===== src/rtl/morse_pkg.sv =====
// Shared types and timing constants for the Morse character scheduler.
package morse_pkg;

    typedef enum logic [2:0] {
        ST_IDLE,
        ST_MARK,
        ST_SYMGAP,
        ST_LETGAP,
        ST_WORDGAP
    } state_t;

    // Morse table entry: len elements (1..5); pat bit 0 is sent first, 1 = dash.
    typedef struct packed {
        logic [2:0] len;
        logic [4:0] pat;
    } lut_entry_t;

    localparam int unsigned DOT_UNITS        = 1;
    localparam int unsigned DASH_UNITS       = 3;
    localparam int unsigned SYM_GAP_UNITS    = 1;
    localparam int unsigned LET_GAP_UNITS    = 3;
    localparam int unsigned WORD_EXTRA_UNITS = 4;
    localparam int unsigned MAX_ELEMS        = 5;

    localparam logic [7:0] ASCII_SPACE = 8'h20;

endpackage


===== src/rtl/morse_lut.sv =====
// Combinational ASCII -> Morse lookup (ITU table for A-Z and 0-9, lowercase folded).
module morse_lut
    import morse_pkg::*;
(
    input  logic [7:0]  i_char,
    output logic        o_valid,
    output lut_entry_t  o_entry
);

    logic [7:0] w_up;

    // Fold lowercase onto uppercase, then look the character up.
    always_comb begin
        w_up    = i_char;
        o_valid = 1'b1;
        o_entry = '0;
        if (i_char >= 8'h61 && i_char <= 8'h7A) begin
            w_up = i_char - 8'h20;
        end
        case (w_up)
            8'h41: o_entry = '{3'd2, 5'b00010}; // A .-
            8'h42: o_entry = '{3'd4, 5'b00001}; // B -...
            8'h43: o_entry = '{3'd4, 5'b00101}; // C -.-.
            8'h44: o_entry = '{3'd3, 5'b00001}; // D -..
            8'h45: o_entry = '{3'd1, 5'b00000}; // E .
            8'h46: o_entry = '{3'd4, 5'b00100}; // F ..-.
            8'h47: o_entry = '{3'd3, 5'b00011}; // G --.
            8'h48: o_entry = '{3'd4, 5'b00000}; // H ....
            8'h49: o_entry = '{3'd2, 5'b00000}; // I ..
            8'h4A: o_entry = '{3'd4, 5'b01110}; // J .---
            8'h4B: o_entry = '{3'd3, 5'b00101}; // K -.-
            8'h4C: o_entry = '{3'd4, 5'b00010}; // L .-..
            8'h4D: o_entry = '{3'd2, 5'b00011}; // M --
            8'h4E: o_entry = '{3'd2, 5'b00001}; // N -.
            8'h4F: o_entry = '{3'd3, 5'b00111}; // O ---
            8'h50: o_entry = '{3'd4, 5'b00110}; // P .--.
            8'h51: o_entry = '{3'd4, 5'b01011}; // Q --.-
            8'h52: o_entry = '{3'd3, 5'b00010}; // R .-.
            8'h53: o_entry = '{3'd3, 5'b00000}; // S ...
            8'h54: o_entry = '{3'd1, 5'b00001}; // T -
            8'h55: o_entry = '{3'd3, 5'b00100}; // U ..-
            8'h56: o_entry = '{3'd4, 5'b01000}; // V ...-
            8'h57: o_entry = '{3'd3, 5'b00110}; // W .--
            8'h58: o_entry = '{3'd4, 5'b01001}; // X -..-
            8'h59: o_entry = '{3'd4, 5'b01101}; // Y -.--
            8'h5A: o_entry = '{3'd4, 5'b00011}; // Z --..
            8'h30: o_entry = '{3'd5, 5'b11111}; // 0 -----
            8'h31: o_entry = '{3'd5, 5'b11110}; // 1 .----
            8'h32: o_entry = '{3'd5, 5'b11100}; // 2 ..---
            8'h33: o_entry = '{3'd5, 5'b11000}; // 3 ...--
            8'h34: o_entry = '{3'd5, 5'b10000}; // 4 ....-
            8'h35: o_entry = '{3'd5, 5'b00000}; // 5 .....
            8'h36: o_entry = '{3'd5, 5'b00001}; // 6 -....
            8'h37: o_entry = '{3'd5, 5'b00011}; // 7 --...
            8'h38: o_entry = '{3'd5, 5'b00111}; // 8 ---..
            8'h39: o_entry = '{3'd5, 5'b01111}; // 9 ----.
            default: o_valid = 1'b0;
        endcase
    end

endmodule


===== src/rtl/morse_char_scheduler.sv =====
// One-character-at-a-time Morse scheduler: handshake in, timed ONOFF/isDash out.
module morse_char_scheduler
    import morse_pkg::*;
#(
    parameter int unsigned UNIT_CYCLES = 4,
    parameter int unsigned CLK_SPEED   = 160
) (
    input  logic       UnitClock,
    input  logic       Reset_n,
    input  logic [7:0] char_in,
    input  logic       char_valid,
    output logic       char_ready,
    output logic       ONOFF,
    output logic       isDash,
    output logic       busy,
    output logic       char_err
);

    if (UNIT_CYCLES < 1 || CLK_SPEED == 0) begin : g_bad_param
        $error("morse_char_scheduler: UNIT_CYCLES must be >= 1 and CLK_SPEED nonzero");
    end

    localparam int unsigned CNT_W = $clog2(4 * UNIT_CYCLES + 1);
    typedef logic [CNT_W-1:0] cnt_t;

    localparam cnt_t DOT_LAST  = cnt_t'(DOT_UNITS        * UNIT_CYCLES - 1);
    localparam cnt_t DASH_LAST = cnt_t'(DASH_UNITS       * UNIT_CYCLES - 1);
    localparam cnt_t SYM_LAST  = cnt_t'(SYM_GAP_UNITS    * UNIT_CYCLES - 1);
    localparam cnt_t LET_LAST  = cnt_t'(LET_GAP_UNITS    * UNIT_CYCLES - 1);
    localparam cnt_t WORD_LAST = cnt_t'(WORD_EXTRA_UNITS * UNIT_CYCLES - 1);

    state_t     r_state, w_state_nxt;
    cnt_t       r_cnt,   w_cnt_nxt;
    logic [4:0] r_pat,   w_pat_nxt;
    logic [2:0] r_len,   w_len_nxt;
    logic [2:0] r_idx,   w_idx_nxt;
    logic       r_onoff, r_isdash, r_busy, r_err;
    logic       w_onoff_nxt, w_isdash_nxt, w_busy_nxt, w_err_nxt;

    logic       w_xfer;
    logic       w_lut_valid;
    lut_entry_t w_lut_entry;

    morse_lut u_lut (
        .i_char  (char_in),
        .o_valid (w_lut_valid),
        .o_entry (w_lut_entry)
    );

    assign char_ready = (r_state == ST_IDLE);
    assign w_xfer     = char_valid && char_ready;

    assign ONOFF    = r_onoff;
    assign isDash   = r_isdash;
    assign busy     = r_busy;
    assign char_err = r_err;

    // State, counters and registered outputs.
    always_ff @(posedge UnitClock or negedge Reset_n) begin
        if (!Reset_n) begin
            r_state  <= ST_IDLE;
            r_cnt    <= '0;
            r_pat    <= '0;
            r_len    <= '0;
            r_idx    <= '0;
            r_onoff  <= 1'b0;
            r_isdash <= 1'b0;
            r_busy   <= 1'b0;
            r_err    <= 1'b0;
        end else begin
            r_state  <= w_state_nxt;
            r_cnt    <= w_cnt_nxt;
            r_pat    <= w_pat_nxt;
            r_len    <= w_len_nxt;
            r_idx    <= w_idx_nxt;
            r_onoff  <= w_onoff_nxt;
            r_isdash <= w_isdash_nxt;
            r_busy   <= w_busy_nxt;
            r_err    <= w_err_nxt;
        end
    end

    // Next state: each timed state counts down from duration-1 and moves on at 0.
    always_comb begin
        w_state_nxt = r_state;
        w_cnt_nxt   = r_cnt;
        w_pat_nxt   = r_pat;
        w_len_nxt   = r_len;
        w_idx_nxt   = r_idx;
        case (r_state)
            ST_IDLE: begin
                w_cnt_nxt = '0;
                if (w_xfer) begin
                    if (w_lut_valid) begin
                        w_state_nxt = ST_MARK;
                        w_pat_nxt   = w_lut_entry.pat;
                        w_len_nxt   = w_lut_entry.len;
                        w_idx_nxt   = '0;
                        w_cnt_nxt   = w_lut_entry.pat[0] ? DASH_LAST : DOT_LAST;
                    end else if (char_in == ASCII_SPACE) begin
                        w_state_nxt = ST_WORDGAP;
                        w_cnt_nxt   = WORD_LAST;
                    end
                end
            end
            ST_MARK: begin
                if (r_cnt != '0) begin
                    w_cnt_nxt = r_cnt - 1'b1;
                end else if (r_idx == r_len - 3'd1) begin
                    w_state_nxt = ST_LETGAP;
                    w_cnt_nxt   = LET_LAST;
                end else begin
                    w_state_nxt = ST_SYMGAP;
                    w_cnt_nxt   = SYM_LAST;
                    w_idx_nxt   = r_idx + 3'd1;
                end
            end
            ST_SYMGAP: begin
                if (r_cnt != '0) begin
                    w_cnt_nxt = r_cnt - 1'b1;
                end else begin
                    w_state_nxt = ST_MARK;
                    w_cnt_nxt   = r_pat[r_idx] ? DASH_LAST : DOT_LAST;
                end
            end
            ST_LETGAP, ST_WORDGAP: begin
                if (r_cnt != '0) begin
                    w_cnt_nxt = r_cnt - 1'b1;
                end else begin
                    w_state_nxt = ST_IDLE;
                end
            end
            default: begin
                w_state_nxt = ST_IDLE;
                w_cnt_nxt   = '0;
            end
        endcase
    end

    // Outputs are computed from the next state so they register in step with it.
    always_comb begin
        w_onoff_nxt  = (w_state_nxt == ST_MARK);
        w_isdash_nxt = (w_state_nxt == ST_MARK) && w_pat_nxt[w_idx_nxt];
        w_busy_nxt   = (w_state_nxt != ST_IDLE);
        w_err_nxt    = w_xfer && !w_lut_valid && (char_in != ASCII_SPACE);
    end

endmodule

===== config.mk =====
export PLATFORM = sky130hd
export DESIGN_NAME = morse_char_scheduler
export DESIGN_NICKNAME = d
export VERILOG_FILES = /design/src/rtl/morse_pkg.sv /design/src/rtl/morse_lut.sv /design/src/rtl/morse_char_scheduler.sv
export SDC_FILE = /design/constraint.sdc
export NUM_CORES = 1
export LEC_CHECK = 0
export BUFFER_PORTS_ARGS = -buffer_cell sky130_fd_sc_hd__buf_4
export CORE_MARGIN = 2
export CORE_UTILIZATION = 44
export CTS_CLUSTER_DIAMETER = 200
export DETAILED_ROUTE_END_ITERATION = 10
export PLACE_DENSITY = 0.72
export SYNTH_ARGS = -nofsm -noshare
export SYNTH_HDL_FRONTEND = slang
export SYNTH_HIERARCHICAL = 1
export SYNTH_SLANG_ARGS = --single-unit

===== constraint.sdc =====
create_clock -name UnitClock -period 5.4 [get_ports UnitClock]
set_clock_uncertainty 0.05 [all_clocks]
set_input_delay 0.81 -clock UnitClock [delete_from_list [all_inputs] [get_ports UnitClock]]
set_output_delay 0.81 -clock UnitClock [all_outputs]
set_load 0.05 [all_outputs]

# Yosys cells after proc, flatten, opt, wreduce, memory -nomap -nowiden
# Index checks and enable logic that the tools add are counted.
# word_totals
register_bits	23
input_bits	11
output_inout_bits	5
elab_cells	107
# op_classes
add_sub_neg	4
n_lt_le_gt_ge	4
eq_ne	45
mux	33
n_reduce_logical	12
# op_table
op	count
8-bit case mux with 36 select lines	1
8-bit by 7-bit == test with 1-bit output (second input constant)	26
8-bit by 6-bit == test with 1-bit output (second input constant)	11
36-bit OR reduction	1
3-bit 2-to-1 mux	10
5-bit 2-to-1 mux	6
4-bit 2-to-1 mux	6
5-bit case mux with 4 select lines	1
3-bit case mux with 4 select lines	1
8-bit by 7-bit >= comparator with 1-bit output (second input constant)	1
8-bit by 7-bit <= comparator with 1-bit output (second input constant)	1
3-bit by 4-bit less-than comparator with 1-bit output (second input constant)	2
8-bit 2-to-1 mux	1
8-bit by 6-bit inequality test with 1-bit output (second input constant)	1
8-bit by 6-bit subtractor with 8-bit output (second input constant)	1
1-bit binary-select mux with 3-bit select	2
3-bit by 1-bit == test with 1-bit output (second input constant)	2
3-bit by 2-bit == test with 1-bit output (second input constant)	2
3-bit case mux with 2 select lines	1
1-bit logical AND	5
5-bit nonzero test	1
5-bit by 1-bit subtractor with 5-bit output (second input constant)	1
1-bit 2-to-1 mux	4
3-bit by 1-bit adder with 3-bit output (second input constant)	1
other kinds (9)	9

# Logic depth before layout (Yosys ltp)
# Gate-level depths: netlist (run 1).
# depth
ltp_word	12
ltp_mapped	14
mapped_depth_nobuf	14

# Cells and area by module
# Netlist (run 1), hierarchy kept.
# by_module_without_submodules
module	instances	cells_each	area_each_um2	seq_area_each_um2
morse_char_scheduler	1	150	1467.7	575.6
morse_lut	1	107	646.9	0.0

# Worst setup path before layout (run 1)
# Ideal clock, no wire load.
# synth_timing
kind	input to register
startpoint	in char_in[6]
endpoint	reg r_isdash (netlist: isDash)
setup_ns	0.130
arrival_ns	3.263
required_ns	5.220
path_slack_ns	1.956
path_stages	13
n_path_buf	0
path_cell_list	inv_1 ha_1 nor4b_2 o211ai_2 o22ai_4 nand2b_4 o21ai_0 a21oi_1 or3_1 a21o_1 a211o_2 o2111ai_1 a31oi_1
# synth_between
elab_chain_len	12
word_cells_on_any_way	59
classes_between	add/sub: 1; order compare: 2; eq/ne: 38; mux: 15; reduce/logical: 3
# synth_rtl
item	line_no	source
start: declaration	morse_char_scheduler.sv:10	input logic [7:0] char_in,
8-bit by 7-bit >= comparator with 1-bit output / 8-bit by 7-bit <= comparator with 1-bit output (equally long branches)	morse_lut.sv:17	if (i_char >= 8'h61 && i_char <= 8'h7A) begin
1-bit logical AND	morse_lut.sv:17	
8-bit 2-to-1 mux *	morse_lut.sv:17	
8-bit by 7-bit == test with 1-bit output / 8-bit by 6-bit == test with 1-bit output (equally long branches)	morse_lut.sv:20	case (w_up)
36-bit OR reduction (no line) *	-	
1-bit 2-to-1 mux *	morse_lut.sv:20	
named net w_lut_valid	morse_char_scheduler.sv:41	logic w_lut_valid;
3-bit 2-to-1 mux / 5-bit 2-to-1 mux (equally long branches)	morse_char_scheduler.sv:94	if (w_lut_valid) begin
3-bit 2-to-1 mux / 5-bit 2-to-1 mux (equally long branches)	morse_char_scheduler.sv:93	if (w_xfer) begin
3-bit case mux with 2 select lines / 5-bit 2-to-1 mux (equally long branches)	morse_char_scheduler.sv:90	case (r_state)
1-bit binary-select mux with 3-bit select	morse_char_scheduler.sv:143	w_isdash_nxt = (w_state_nxt == ST_MARK) && w_pat_nxt[w_idx_nxt];
1-bit 2-to-1 mux (implied by the code)	morse_char_scheduler.sv:143	
1-bit logical AND *	morse_char_scheduler.sv:143	
named net w_isdash_nxt	morse_char_scheduler.sv:38	logic w_onoff_nxt, w_isdash_nxt, w_busy_nxt, w_err_nxt;
end signal: assignment	morse_char_scheduler.sv:77	r_isdash <= w_isdash_nxt;
end: declaration	morse_char_scheduler.sv:37	logic r_onoff, r_isdash, r_busy, r_err;
# The timed path passes the listed nets; every way through them passes the cells marked *. The select of a mux whose other input is x is not followed.
# A chain may end at the register's enable or synchronous reset.

# Worst setup path in the final report (run 1)
# layout_timing
startpoint	in char_in[6]
endpoint	reg r_isdash (netlist: isDash)
# layout_between
elab_chain_len	12
word_cells_on_any_way	59
classes_between	add/sub: 1; order compare: 2; eq/ne: 38; mux: 15; reduce/logical: 3
# layout_rtl
item	line_no	source
8-bit by 7-bit >= comparator with 1-bit output / 8-bit by 7-bit <= comparator with 1-bit output (equally long branches)	morse_lut.sv:17	
1-bit logical AND	morse_lut.sv:17	
8-bit 2-to-1 mux *	morse_lut.sv:17	
8-bit by 7-bit == test with 1-bit output / 8-bit by 6-bit == test with 1-bit output (equally long branches)	morse_lut.sv:20	
36-bit OR reduction (no line) *	-	
1-bit 2-to-1 mux *	morse_lut.sv:20	
named net w_lut_valid	morse_char_scheduler.sv:41	
5-bit 2-to-1 mux *	morse_char_scheduler.sv:94	
5-bit 2-to-1 mux *	morse_char_scheduler.sv:93	
5-bit 2-to-1 mux *	morse_char_scheduler.sv:90	
named net w_pat_nxt[0]	morse_char_scheduler.sv:34	logic [4:0] r_pat, w_pat_nxt;
1-bit binary-select mux with 3-bit select *	morse_char_scheduler.sv:143	
1-bit 2-to-1 mux (implied by the code) *	morse_char_scheduler.sv:143	
1-bit logical AND *	morse_char_scheduler.sv:143	
named net w_isdash_nxt	morse_char_scheduler.sv:38	
# Marked as above.

==> results of run 1 <==
## state kept, by name, summed over array words and instances, names as in the netlist
| signal | count |
|---|---|
| busy | 1 |
| r_state | 3 |
| r_pat | 5 |
| char_err | 1 |
| isDash | 1 |
| ONOFF | 1 |
| r_cnt | 5 |
| r_idx | 3 |
| r_len | 3 |
## cell type report
cell class,count,area [sq um],area share [%]
timing repair buffer,15,112.6,5.022
multi-input combinational,199,1376,61.38
clock inverter,1,7.507,0.3348
clock buffer,3,41.29,1.842
inverter,16,61.31,2.734
tap,54,67.56,3.013
sequential,23,575.6,25.67
## power by group through the flow
stage	combinational (W)	sequential (W)	clock, W
6_report	0.000567	0.000291	0.000113
5_1_grt	0.000628	0.000299	0.000121
4_1_cts	0.000565	0.000290	0.000117
3_5_place_dp	0.000564	0.000293	0
3_3_place_gp	0.000553	0.000293	0
2_1_floorplan	0.000443	0.000303	0
## cell usage after synthesis, drive strengths merged (3+ instances only)
master,count
ha,4
o31ai,3
o2111ai,5
nand2b,3
nor2,14
nor4b,3
a22oi,3
nor2b,4
o21ai,17
dfrtp,23
a211oi,4
a21oi,22
nand2,30
a211o,3
nor3,7
and2b,3
xnor2,7
buf,12
nand4,5
and3,4
clkbuf,7
nand3,7
inv,15
o211ai,4
o22ai,3
mux2,8
mux2i,3
## stage by stage
| step | setup slack (ps) | std cells |
|---|---|---|
| floorplan | 1956 | 257 |
| global placement | 1473 | 307 |
| detailed placement | 1324 | 307 |
| CTS | 1623 | 311 |
| global route | 1351 | 311 |
| finish | 1607 | 311 |
## critical path, stage by stage
cell and delay, ps:
buf_4 130, inv_1 110, ha_1 250, nor4b_2 300, o211ai_2 190, o22ai_4 240
nand2b_4 110, o21ai_0 340, and3_1 490, mux2_2 400, a211o_2 300, o2111ai_1 100
a31oi_1 110
## metal layers
layer / up-vias / share of wire [%] / global-route usage, %
li1: 944 / - / -
met1: 923 / 46 / 27.61
met2: 64 / 47 / 29.83
met3: 8 / 5.4 / 3.292
met4: 0 / 1.6 / 5.051
met5: - / 0 / 0
## final timing paths
path | startpoint | end | cells after the start
worst max-delay path | char_in[6] | isDash | 13
worst min-delay path | Reset_n | r_state[0] | 1
worst max register to register | r_cnt[0] | isDash | 8
worst min register to register | r_pat[0] | r_pat[0] | 1
max in group asynchronous | Reset_n | r_cnt[3] | 1
min in group UnitClock | r_pat[0] | r_pat[0] | 1
## kinds of logic after synthesis
logic type / after synthesis / share of synthesized area, %
multiplexers: 12 / 6.746
buffers and inverters: 35 / 7.692
XOR/XNOR: 10 / 4.911
adder cells (fa/ha/maj): 4 / 2.367
AO/OA/AOI/OAI: 83 / 27.93
AND/OR/NAND/NOR: 90 / 23.14
flip-flops: 23 / 27.22
==> impl_metrics.yaml, run 1 <==
sta:
  max_slew.worst_pin.slew_ps: 715.1
  slew_violations: 0
  fmax_mhz: 263.6
  maxSlewHeadroom_pct: 52.13
  final.setup.tns_ps: 0
  rsz0062_at_grt: "no"
  hold_viol: 0
  setup_viol: 0
  period_share_pct: 70.25
  min_period_ps: 3793
  holdWs_ps: 363.0
clocking:
  cts_tree: "done"
  clk_path_buf_depth: 2
  clock-sinks: 23
  hold_buffers: 0
  clk_latency_ps: 270
  post_cts_buffers: 0
  cts_buffers: 3
  h-tree-depth: 1
  clk_pin_slew_worst_paths_ps: 90
  cts_root_buf: "clkbuf_8"
  post_cts_resized: 0
power:
  pwr_density_cell_nw_per_um2: 433.0
  swShare_pct: 47.75
  power.switching_w: 0.0004637
  leakage_nw: 0.9661
  p_int_w: 0.0005073
  p_comb_share_pct: 58.4
  seqPwrFrac_pct: 30.0
  finalPower_w: 0.0009709
  peakVddDrop_uv: 194.8
  p_clk_share_pct: 11.6
outcome:
  status: "finished clean"
critical_path:
  timing_worst_setup_path_type: "in -> reg"
  critPathArrivalTime_ps: 3900
  worst-path-max-fanout: 12
  r2r_slack_ps: 2780
  critPathRequiredTime_ps: 5510
  end_kind: "flop"
  worstSetupStartpointType: "input port"
yosys:
  synth_area_sq_um: 2115
  ys_ff_latch: 23
  synth_top_area_cell: "dfrtp_1"
  synth_area_per_cell_sq_um: 8.228
  ys_warn_count: 6
  syn_nets: 272
  synth_cells: 257
  synth.yosys.seq_area_share_pct: 27.22
  ys_types: 69
  synth_edf_count: 0
  synthArstFlopShare_pct: 100.0
  synth_top_area_share_pct: 27.22
  synth_flop_cell: "dfrtp_1"
  yosys-top-cells-area: "dfrtp_1 27%, nand2_1 5.3%, a21oi_1 5.2%"
placement:
  routabilityCongestion: 0.9918
  place_hpwl_microns: 3552
  dpl_cell_area_sq_um: 2193
  io_buffers: 15
grt:
  antenna_found_initial: 0
  grt_pass1_wl_microns: 8293
  grt_pass1_vias: 1766
  grt_max_degree: 24
  track_usage_pct: 19.19
  overflow: 0
flow_run:
  maxCapViolCount: 0
final_layout:
  final_area_sq_um: 2242
  layout_common_cells: "30 x nand2_1, 23 x dfrtp_1, 22 x a21oi_1"
  fill_cells: 467
  nets: 273
  flow.area_growth_from_synthesis_pct: 6.035
  final_common_cell: "nand2_1"
  drive_gt1_share_pct: 16.73
  diodes: 0
  fin_util_pct: 47.79
route:
  postRouteAntennaNets: 0
  routed_wl_microns: 4943
  drc: 0
  drtIter0Drc: 152
  dr.pass1.iters: 5
  vias_per_cell: 6.235
  vias: 1939
  post_drt_wl_per_cell_microns: 15.89
floorplan:
  die_area_sq_um: 5377
  die_h_microns: 73.33
  io_pins: 16
  core.rowCount: 25
  core_region_area_sq_um: 4692
  die_x_microns: 73.33
  start_util_pct: 45.07
hold_path:
  hold_path_class: "in -> async"
No activity file was read; power rests on OpenSTA's default activity.
==> run 2, diff against run 1 <==
--- a/config.mk
+++ b/config.mk
@@ -5,6 +5,7 @@
 export SDC_FILE = /design/constraint.sdc
 export NUM_CORES = 1
 export LEC_CHECK = 0
+export ABC_AREA = 1
 export BUFFER_PORTS_ARGS = -buffer_cell sky130_fd_sc_hd__buf_4
 export CORE_MARGIN = 2
 export CORE_UTILIZATION = 44
==> constraint.sdc (replaced) <==
create_clock -name UnitClock -period 3.7 [get_ports UnitClock]
set_clock_uncertainty 0.05 [all_clocks]
set_input_delay 0.555 -clock UnitClock [delete_from_list [all_inputs] [get_ports UnitClock]]
set_output_delay 0.555 -clock UnitClock [all_outputs]
set_load 0.05 [all_outputs]
==> impl_metrics.yaml, run 2 <==
outcome:
  status: "finished clean"
floorplan:
  core_region_area_sq_um: 4817
  die_h_microns: 75.39
  io_pins: 16
  die_area_sq_um: 5683
  start_util_pct: 46.55
  core.rowCount: 25
  die_x_microns: 75.39
power:
  seqPwrFrac_pct: 29.1
  p_clk_share_pct: 11.1
  finalPower_w: 0.001407
  power.switching_w: 0.0006923
  swShare_pct: 49.21
  p_comb_share_pct: 59.8
  leakage_nw: 1.304
  peakVddDrop_uv: 389.6
  pwr_density_cell_nw_per_um2: 573.6
  p_int_w: 0.0007144
route:
  post_drt_wl_per_cell_microns: 12.21
  vias_per_cell: 5.241
  routed_wl_microns: 5225
  drc: 0
  vias: 2243
  drtIter0Drc: 117
  dr.pass1.iters: 5
  postRouteAntennaNets: 0
final_layout:
  layout_common_cells: "70 x nand2_1, 55 x inv_1, 54 x nor2_1"
  final_common_cell: "nand2_1"
  fill_cells: 504
  stdcell_count: 428
  reg_top3: "r_cnt x5, r_pat x5"
  diodes: 0
  final_area_sq_um: 2452
  flow.area_growth_from_synthesis_pct: 9.375
  nets: 377
  drive_gt1_share_pct: 17.45
sta:
  final.setup.tns_ps: 0
  fmax_mhz: 328.1
  setup_viol: 0
  rsz0062_at_grt: "no"
  slew_violations: 0
  max_slew.worst_pin.slew_ps: 476.8
  hold_viol: 0
  min_period_ps: 3048
  period_share_pct: 82.38
  maxSlewHeadroom_pct: 67.92
critical_path:
  worst-path-max-fanout: 15
  critPathRequiredTime_ps: 3810
  r2r-end: "r_cnt[3]"
  r2r_slack_ps: 1800
  timing_worst_setup_path_type: "in -> reg"
  ff2ff_path_depth: 11
  critPathArrivalTime_ps: 3160
  reg2reg_from: "r_cnt[0]"
  worstSetupStartpointType: "input port"
  end_kind: "flop"
  cp-startpoint: "char_in[2]"
placement:
  io_buffers: 15
  place_hpwl_microns: 4261
  routabilityCongestion: 1.045
  numPlacedInstances: 424
  dpl_cell_area_sq_um: 2407
clocking:
  cts_tree: "done"
  clk_latency_ps: 260
  post_cts_buffers: 0
  clk_pin_slew_worst_paths_ps: 80
  cts_buffers: 3
  h-tree-depth: 1
  clk_path_buf_depth: 2
  hold_buffers: 0
  post_cts_resized: 0
  clock-sinks: 23
  cts_root_buf: "clkbuf_8"
yosys:
  synth_xor_area_share_pct: 0.7813
  synth_top_family_by_area: "simple AND/OR/NAND/NOR gates"
  synthTopCellsByCount: "70 x nand2_1, 55 x inv_1, 54 x nor2_1, 31 x nand3_1, 23 x dfrtp_1"
  synth_top_area_cell: "dfrtp_1"
  synth_top_area_share_pct: 25.67
  yosys-top-cells-area: "dfrtp_1 26%, nand2_1 12%, inv_1 9.2%"
  ys_ff_latch: 23
  synthArstFlopShare_pct: 100.0
  syn_nets: 360
  ys_types: 38
  synth_flop_cell: "dfrtp_1"
  ys_warn_count: 6
  synth_edf_count: 0
  synth.mux.area_fraction_pct: 0
  synth_compound_area_share_pct: 15.07
  synth.most_common_cell: "nand2_1"
  synth_area_sq_um: 2242
  synth_area_per_cell_sq_um: 6.499
  synth.yosys.seq_area_share_pct: 25.67
  yosys.area_share.simple_pct: 44.70
  synth_cells: 345
  synth_fa_ha_area_share_pct: 2.232
grt:
  grt_pass1_vias: 2027
  track_usage_pct: 20.24
  use_met3_pct: 6.085
  grt_pass1_wl_microns: 8942
  grt_max_degree: 24
  antenna_found_initial: 0
  grt-busiest-layer: "met2"
  met1_usage_pct: 28.47
  overflow: 0
  grt_util_met2_pct: 31.50
flow_run:
  maxCapViolCount: 0
hold_path:
  hold_path_class: "in -> async"
-- run 2: worst max-delay path, cell delays in order --
cell,delay (ps)
buf_4,120
inv_1,90
nand2_2,110
nor2_1,240
nand2_1,100
nand3_2,90
nand2_2,100
a21oi_4,310
nand2_4,140
nor3_2,180
nor2_1,70
nand3_1,90
inv_1,120
nor2_8,240
inv_2,80
a21oi_1,200
nand2_1,70
nand2_1,60
nand2_1,50
nand2_1,80
a21oi_2,50
-- run 2: metal layers --
metal / share of wire [%] / vias to the layer above
met3: 8.6 / 2
met2: 44 / 92
li1: - / 1136
met1: 47 / 1013
met4: 0.19 / 0
met5: 0 / -
-- run 2: worst max path at each step --
stage | cells after the start | to
floorplan | 23 | isDash
detailed placement | 21 | isDash
CTS | 21 | isDash
global route | 20 | isDash
global placement | 21 | isDash
finish | 21 | isDash
-- run 2: per-stage QoR --
stage | utilization [%] | hold WS, ps | worst slack [ps]
2_1_floorplan | - | 209.4 | 890.7
3_3_place_gp | 49.97 | 416.9 | 460.7
3_5_place_dp | 49.97 | 418.9 | 406.1
4_1_cts | 50.91 | 131.3 | 684.7
5_1_grt | 50.91 | 140.4 | 380.0
6_report | 50.91 | 118.8 | 651.8
-- run 2: logic make-up (layout without fill, tap and decap cells) --
kind of cell	after synthesis	in the layout
simple gates	201	201
buf+inv	63	79
compound gates	52	52
flops	23	23
fa+ha+maj	4	4
xor+xnor	2	2
-- run 2: cell type report --
cell class	instances	area, sq um	area share, %
Clock buffer	4	45.04	1.837
Inverter	60	227.7	9.286
Tap cell	67	83.83	3.418
Timing Repair Buffer	15	112.6	4.592
Multi-Input combinational cell	259	1408	57.40
Sequential cell	23	575.6	23.47
-- run 2: power by group through the flow --
stage | Combinational, W | Sequential, W | Clock (W)
2_1_floorplan | 0.000617 | 0.000452 | 0
5_1_grt | 0.000946 | 0.000423 | 0.000173
3_3_place_gp | 0.000827 | 0.000409 | 0
4_1_cts | 0.000848 | 0.000410 | 0.000160
3_5_place_dp | 0.000845 | 0.000415 | 0
6_report | 0.000841 | 0.000410 | 0.000156
